File: src/rtl/rf_write_arbiter.sv
// rtl/rf_write_arbiter.sv - register file write-port arbiter, writeback priority with loader starvation guard.
// Optional same-register coalescing enabled by defining RF_ARB_COALESCE_EN.
module rf_write_arbiter #(
    parameter int STARVE_LIMIT = 4
) (
    input  logic       clk,
    input  logic       reset,
    input  logic       wb_valid,
    input  logic [2:0] wb_reg,
    input  logic [7:0] wb_data,
    output logic       wb_ready,
    input  logic       dbg_valid,
    input  logic [2:0] dbg_reg,
    input  logic [7:0] dbg_data,
    output logic       dbg_ready,
    input  logic       clear_dirty,
    output logic       regwrite,
    output logic [2:0] write_reg,
    output logic [7:0] write_data,
    output logic [7:0] dirty,
    output logic       forced
);

    localparam logic [3:0] LIMIT = 4'(STARVE_LIMIT);

    logic [3:0] cnt;
    logic       grant_wb;
    logic       grant_dbg;
    logic       dbg_accept;
    logic       coalesce;

    assign forced = (cnt == LIMIT) && dbg_valid;

`ifdef RF_ARB_COALESCE_EN
    // Same-register collision: WB data is newer, so the loader write is simply retired.
    assign coalesce = wb_valid && dbg_valid && !forced && (wb_reg == dbg_reg);
`else
    assign coalesce = 1'b0;
`endif

    assign wb_ready   = !forced;
    assign dbg_ready  = forced || !wb_valid || coalesce;
    assign grant_wb   = wb_valid && wb_ready;
    assign grant_dbg  = !grant_wb && dbg_valid && dbg_ready;
    assign dbg_accept = dbg_valid && dbg_ready;

    always_ff @(posedge clk or posedge reset) begin
        if (reset) begin
            regwrite   <= 1'b0;
            write_reg  <= 3'd0;
            write_data <= 8'd0;
        end else begin
            regwrite <= grant_wb || grant_dbg;
            if (grant_wb) begin
                write_reg  <= wb_reg;
                write_data <= wb_data;
            end else if (grant_dbg) begin
                write_reg  <= dbg_reg;
                write_data <= dbg_data;
            end
        end
    end

    always_ff @(posedge clk or posedge reset) begin
        if (reset) begin
            cnt <= 4'd0;
        end else if (!dbg_valid || dbg_accept) begin
            cnt <= 4'd0;
        end else if (cnt < LIMIT) begin
            cnt <= cnt + 4'd1;
        end
    end

    always_ff @(posedge clk or posedge reset) begin
        if (reset) begin
            dirty <= 8'd0;
        end else if (clear_dirty) begin
            dirty <= 8'd0;
        end else if (regwrite) begin
            dirty <= dirty | (8'd1 << write_reg);
        end
    end

endmodule

File: config.mk
export PLATFORM = sky130hd
export DESIGN_NAME = rf_write_arbiter
export DESIGN_NICKNAME = d
export VERILOG_FILES = /design/src/rtl/rf_write_arbiter.sv
export SDC_FILE = /design/constraint.sdc
export NUM_CORES = 1
export LEC_CHECK = 0
export CAP_MARGIN = 20
export CORE_MARGIN = 2
export CORE_UTILIZATION = 55
export DETAILED_ROUTE_END_ITERATION = 6
export DONT_BUFFER_PORTS = 1
export GPL_TIMING_DRIVEN = 0
export PLACE_DENSITY = 0.72
export SLEW_MARGIN = 20
export SYNTH_ARGS = -nofsm -noshare
export SYNTH_HDL_FRONTEND = slang
export SYNTH_SLANG_ARGS = --single-unit
File: constraint.sdc
create_clock -name clk -period 4.3 [get_ports clk]
set_input_delay 1.075 -clock clk [delete_from_list [all_inputs] [get_ports clk]]
set_output_delay 1.075 -clock clk [all_outputs]
set_load 0.005 [all_outputs]
After elaboration in Yosys (flattened, before gate mapping)
Index checks and enable logic that the tools add are counted.
Word-level totals
  bits in registers: 24
  bits of input ports: 27
  output and inout bits: 23
  logic and storage cells: 33
Cells by class
  add/subtract/negate cells: 1
  $lt $le $gt $ge: 1
  equality and inequality tests: 1
  shift operators: 1
  multiplexer cells: 8
  bitwise gates (word level): 1
  reductions and logical operators: 15
Operators with widths (number)
  two-way mux 8 bit: 4
  two-way mux 4 bit: 2
  bitwise OR 8 bit: 1
  left shift 1 x 3 -> 8 bit (first input constant): 1
  two-way mux 3 bit: 2
  nonzero test 2 bit: 3
  logical AND 1 bit: 5
  adder 4 x 1 -> 4 bit (second input constant): 1
  equality test 4 x 3 -> 1 bit (second input constant): 1
  zero test 1 bit: 4
  less-than comparator 4 x 3 -> 1 bit (second input constant): 1
  logical OR 1 bit: 3

Logic depth before layout (Yosys ltp)
Gate-level depths: netlist of run 1.
  depth in word-level cells: 9
  gate-level depth with buffers: 6
  mapped depth without buffers: 5

Worst setup path before layout of run 1
OpenSTA, ideal clock, no wires.
  path type: in2out
  from: input dbg_valid
  to: output dbg_ready
  arrival time: 1585 ps
  data required time: 3225 ps
  setup slack: 1640 ps
  cell stages on the path: 4
  path through: buf_6 nand4b_4 nand2_2 buf_6
On the way
  cells in the longest elaborated chain, start to end: 2
RTL lines
  from (decl): line 12  | input logic dbg_valid,
  logical AND 1 bit: line 32  | assign forced = (cnt == LIMIT) && dbg_valid;
  logical OR 1 bit: line 42  | assign dbg_ready = forced || !wb_valid || coalesce;
  to (decl): line 15  | output logic dbg_ready,
No other way between the ends.

Worst setup path after layout of run 1
Ends and elaborated chain as after synthesis.

==> results of run 1 <==
[through the flow]
step	power, mW	setup slack, ns	hold WS, ns	utilization (%)	instances
after floorplan	0.320	1.64	0.486	-	90
after global placement	0.330	1.56	0.501	61.0	117
after detailed placement	0.332	1.55	0.514	61.0	117
after CTS	0.495	1.55	0.545	63.6	121
after global routing	0.512	1.51	0.567	63.6	121
final	0.490	1.57	0.538	63.6	121
[cell usage in the layout, fill, tap and decap left out]
| cell | synthesis | layout |
|---|---|---|
| dfrtp_1 | 24 | 24 |
| mux2_4 | 16 | 16 |
| nor2_1 | 12 | 12 |
| mux2_2 | 6 | 6 |
| a21oi_1 | 5 | 5 |
| inv_1 | 5 | 5 |
| a31oi_1 | 4 | 4 |
| nor2b_1 | 3 | 3 |
| clkbuf_4 | 0 | 3 |
| buf_6 | 2 | 2 |
| ha_1 | 2 | 2 |
| clkbuf_1 | 1 | 1 |
| a41oi_1 | 1 | 1 |
| buf_12 | 1 | 1 |
| and3_2 | 1 | 1 |
| or2_2 | 1 | 1 |
| nand4b_4 | 1 | 1 |
| nand2_2 | 1 | 1 |
| nand2_1 | 1 | 1 |
| o21ai_0 | 1 | 1 |
| nand3_1 | 1 | 1 |
| xnor2_1 | 1 | 1 |
| bufinv_16 | 0 | 1 |
[worst paths after layout]
path | slack, ns | startpoint | cells past startpoint | end
max | 1.57 | dbg_valid | 4 | dbg_ready
min | 0.54 | dirty[3] | 2 | dirty[3]
max reg2reg | 2.72 | cnt[0] | 6 | write_data[5]
min reg2reg | 0.54 | dirty[3] | 2 | dirty[3]
max in group asynchronous | 2.92 | reset | 1 | dirty[7]
min in group asynchronous | 0.83 | reset | 1 | dirty[4]
[worst min-delay path, cell delays in order, from the launching register on]
cell and delay [ns]:
dfrtp_1 0.39, a31oi_1 0.05, nor2_1 0.07
[power breakdown]
part	leakage, nW	internal [mW]	total [mW]	switching, mW
combinational	0.276	0.0399	0.0658	0.0259
sequential	0.302	0.243	0.261	0.0183
clock	0.0279	0.0942	0.162	0.0682
total	0.607	0.377	0.490	0.112
[final cells by class]
class	count	area share, %
inverter	5	1.47
clock inverter	1	2.36
clock buffer	3	1.77
sequential	24	47.2
multi-input combinational	57	41.0
tap	27	2.65
buffer	4	3.63
[metal layers]
metal	up-vias	track usage, %
met5	-	0
met4	0	6.76
met3	2	6.25
met2	28	29.2
met1	340	22.2
li1	315	-
[kinds of logic (layout without fill, tap and decap cells)]
group | after synthesis | in the layout | synth area share [%]
flops | 24 | 24 | 50.6
buf+inv | 9 | 13 | 5.48
fa+ha+maj | 2 | 2 | 2.11
mux | 22 | 22 | 25.9
xor+xnor | 1 | 1 | 0.738
simple gates | 21 | 21 | 9.80
compound gates | 11 | 11 | 5.37
==> flow_summary.toml, run 1 <==
[synthesis]
synth_top_area_share_pct = 50.6
ys_types = 21
async_flop_share_pct = 100
yosys.cell_count.top_type = "dfrtp_1"
synth_largest_area_cell = "dfrtp_1"
synthFlopType = "dfrtp_1"
synth_fp_nets = 119
postSynthAreaPerCell_um2 = 13.2
synthCells = 90
synth_edf_count = 0
yosysWarnings = 0
synth.cell_area_mm2 = 0.00119
ys_seq_area_share_pct = 50.6
ys_ff_latch = 24
yosys-top-cells-count = "24 x dfrtp_1, 16 x mux2_4, 12 x nor2_1"
synthTopCellsByArea = "dfrtp_1 51%, mux2_4 20%, mux2_2 5.7%"

[finish]
reg.largest.list = "dirty: 8 flops, write_data: 8 flops, cnt: 4 flops"
drive_above_1_share_pct = 35.1
fin_nets = 124
design_area_mm2 = 0.00127
diodes = 0
area_growth_pct = 7.27
multi_input_area_um2 = 522
regArea_um2 = 601
fillers = 170

[placement]
hpwlAfterDp_um = 1520
placed_area_mm2 = 0.00122
port_buffers = 0
place_congestion = 0.748

[worst_setup_path]
arrival_ns = 1.65
slowest_stage = "buf_6"
critPathTopFamily = "buffers and inverters"
crit_path_start_kind = "primary input"
path_cells = "buf_6 > nand4b_4 > nand2_2 > buf_6"
critPathCaptureType = "primary output"
criticalPathCategory = "in2out"
cp_data_required_time_ns = 3.22
cpMostUsedCell = "buf_6"
path_buf_inv = 2
slowest_delay_ns = 0.18
worst-path-max-fanout = 10

[min_path]
holdCritPathClass = "reg2reg"

[drt]
wl_per_cell_um = 17.1
vias = 685
drt-met1-wl_um = 847
antenna_left = 0
first_iter_violations = 5
wl_um = 2070
wl_met3_um = 155
dr.pass1.iters = 3
routed_via_density = 5.66
top_layer = "met4"
met2_wirelength_um = 1050
drc = 0

[power]
power_per_cell_area_mw_per_mm2 = 384
cellLeakagePower_nw = 0.607
vdd_drop_max_uv = 253

[floorplan]
start_util_pct = 59.3
die_h_um = 50.5
rows = 16
core_mm2 = 0.00200
fp.dieW_um = 50.5
dieArea_mm2 = 0.00255
pin_count = 50

[grt]
grt_pass1_wl_um = 3450
overflow = 0
grt_max_degree = 25
grt_pass1_vias = 718
antenna_found_initial = 0
grt_usage_pct = 18.0

[cts]
numCtsBuffers = 3
cts_hold_buf = 0
cts_root_buf = "clkbuf_4"
clockBufferDepth = 2
h-tree-depth = 1
cts_setup_buffers = 0
clkTransAtPathRegs_ns = 0.13
cts_sinks = 24
worstSkewPairLatency_ns = 0.31
post_cts_resized = 0
cts_tree = "built"

[sta]
post-route-period-util_pct = 63.4
fin_skew_ns = 0.00188
rsz0062_at_grt = "no"
fin_setup_tns_ns = 0
setup_violations = 0
tightestPinTransition_ns = 0.909
fin_crit_ns = 2.73
final_max_slew_viol_count = 0
slew_headroom_pct = 39.4
hold_violations = 0
max_freq_ghz = 0.367

[job]
maxCapViolCount = 0

[status]
status = "finished, final reports clean"
Power figures use the tool's default switching activity.
==> run 2, diff against run 1 <==
Settings changed: PLACE_DENSITY 0.72 to 0.75.
Clock period 4.3 ns to 2.3 ns, I/O delays scaled along.
==> flow_summary.toml, run 2 (same netlist as run 1, synthesis figures left out) <==
[status]
status = "finished, final reports clean"

[cts]
clkTransAtPathRegs_ns = 0.13
numCtsBuffers = 3
cts_hold_buf = 0
worstSkewPairLatency_ns = 0.30
cts_tree = "built"
cts_root_buf = "clkbuf_4"
h-tree-depth = 1
clockBufferDepth = 2
post_cts_resized = 0
cts_setup_buffers = 0
cts_sinks = 24

[placement]
hpwlAfterDp_um = 1560
place_congestion = 0.698
port_buffers = 0

[drt]
drc = 0
vias = 695
first_iter_violations = 4
wl_per_cell_um = 16.8
dr.pass1.iters = 3
wl_um = 2040
routed_via_density = 5.74
antenna_left = 0

[finish]
reg.largest.list = "dirty: 8 flops, write_data: 8 flops, cnt: 4 flops"
fin_nets = 124
multi_input_area_um2 = 522
diodes = 0
layout_common_cells = "24 x dfrtp_1, 16 x mux2_4, 12 x nor2_1"
drive_above_1_share_pct = 35.1
regArea_um2 = 601
area_growth_pct = 7.27
final_common_cell = "dfrtp_1"
fillers = 149

[sta]
fin_setup_tns_ns = 0
fin_skew_ns = 0.00322
max_freq_ghz = 0.494
tightestPinTransition_ns = 0.879
setup_violations = 0
hold_slack_ns = 0.324
final_max_slew_viol_count = 0
fin_crit_ns = 2.02
hold_violations = 0
rsz0062_at_grt = "no"
post-route-period-util_pct = 87.9
slew_headroom_pct = 41.3

[grt]
overflow = 0
grt_pass1_vias = 679
grt_max_degree = 25
grt_pass1_wl_um = 3220
antenna_found_initial = 0
grt_usage_pct = 16.6

[power]
switching_share_pct = 22.7
power_per_cell_area_mw_per_mm2 = 716
p_switching_uw = 207
pwr-share-clk_pct = 32.8
pwr-share-seq_pct = 53.7
p_int_uw = 705
cellLeakagePower_nw = 0.607
power_frac_comb_pct = 13.5
vdd_drop_max_uv = 353

[worst_setup_path]
worst-path-max-fanout = 10
critPathCaptureType = "primary output"
slowest_stage = "dfrtp_1"
slowest_delay_ns = 0.43
criticalPathCategory = "reg2out"
path_cells = "inv_1 > ha_1 > nand4b_4 > nand2_2 > buf_6"
arrival_ns = 1.45
crit_path_start_kind = "flip-flop"
cp_data_required_time_ns = 1.73

[floorplan]
fp.dieW_um = 50.5
die_h_um = 50.5
pin_count = 50
core_mm2 = 0.00200
start_util_pct = 59.3
rows = 16
dieArea_mm2 = 0.00255

[job]
maxCapViolCount = 0

[min_path]
holdCritPathClass = "in2async"
## run 2: cell counts in the layout (fill, tap and decap cells not counted)
Identical to the previous run, type by type.
## run 2: metrics by stage
stage	cells	cell area, µm²	power, mW	worst slack, ns	utilization [%]
after detailed placement	117	1220	0.623	0.577	61.0
after floorplan	90	1190	0.598	0.640	-
after global routing	121	1270	0.952	0.180	63.6
final	121	1270	0.912	0.277	63.6
after CTS	121	1270	0.922	0.254	63.6
after global placement	117	1220	0.618	0.578	61.0
## run 2: per-layer routing
layer,track usage [%],vias up,routed length (µm)
met1,22.5,347,856
met4,2.70,0,0
met3,5.65,0,171
li1,-,319,-
met2,26.3,29,1010
met5,0,-,0
## run 2: power groups by stage
stage               Sequential, mW  Clock, mW  Combinational (mW)
finish                       0.490      0.299               0.124
global route                 0.494      0.322               0.136
CTS                          0.490      0.307               0.125
detailed placement           0.498          0               0.125
global placement             0.497          0               0.121
floorplan                    0.488          0               0.110
## run 2: layout make-up
class	instances	share of cell area (%)
sequential	24	47.2
multi-input combinational	57	41.0
buffer	4	3.63
tap	27	2.65
clock inverter	1	2.36
clock buffer	3	1.77
inverter	5	1.47
## run 2: final timing paths
kind,from,endpoint,slack (ns),cells past startpoint
worst max-delay path,cnt[0],dbg_ready,0.28,5
worst min-delay path,reset,write_data[5],0.32,1
worst max register to register,cnt[0],write_data[4],0.74,6
worst min register to register,dirty[7],dirty[7],0.54,2
max in group asynchronous,reset,dirty[5],1.44,1
min in group clk,wb_valid,regwrite,0.37,1
## run 2: critical path, delay by kind of cell, from the launching register on
family        cells  cell delay (ns)
simple gates      2             0.28
flops             1             0.43
fa+ha+maj         1             0.19
buf+inv           2             0.25
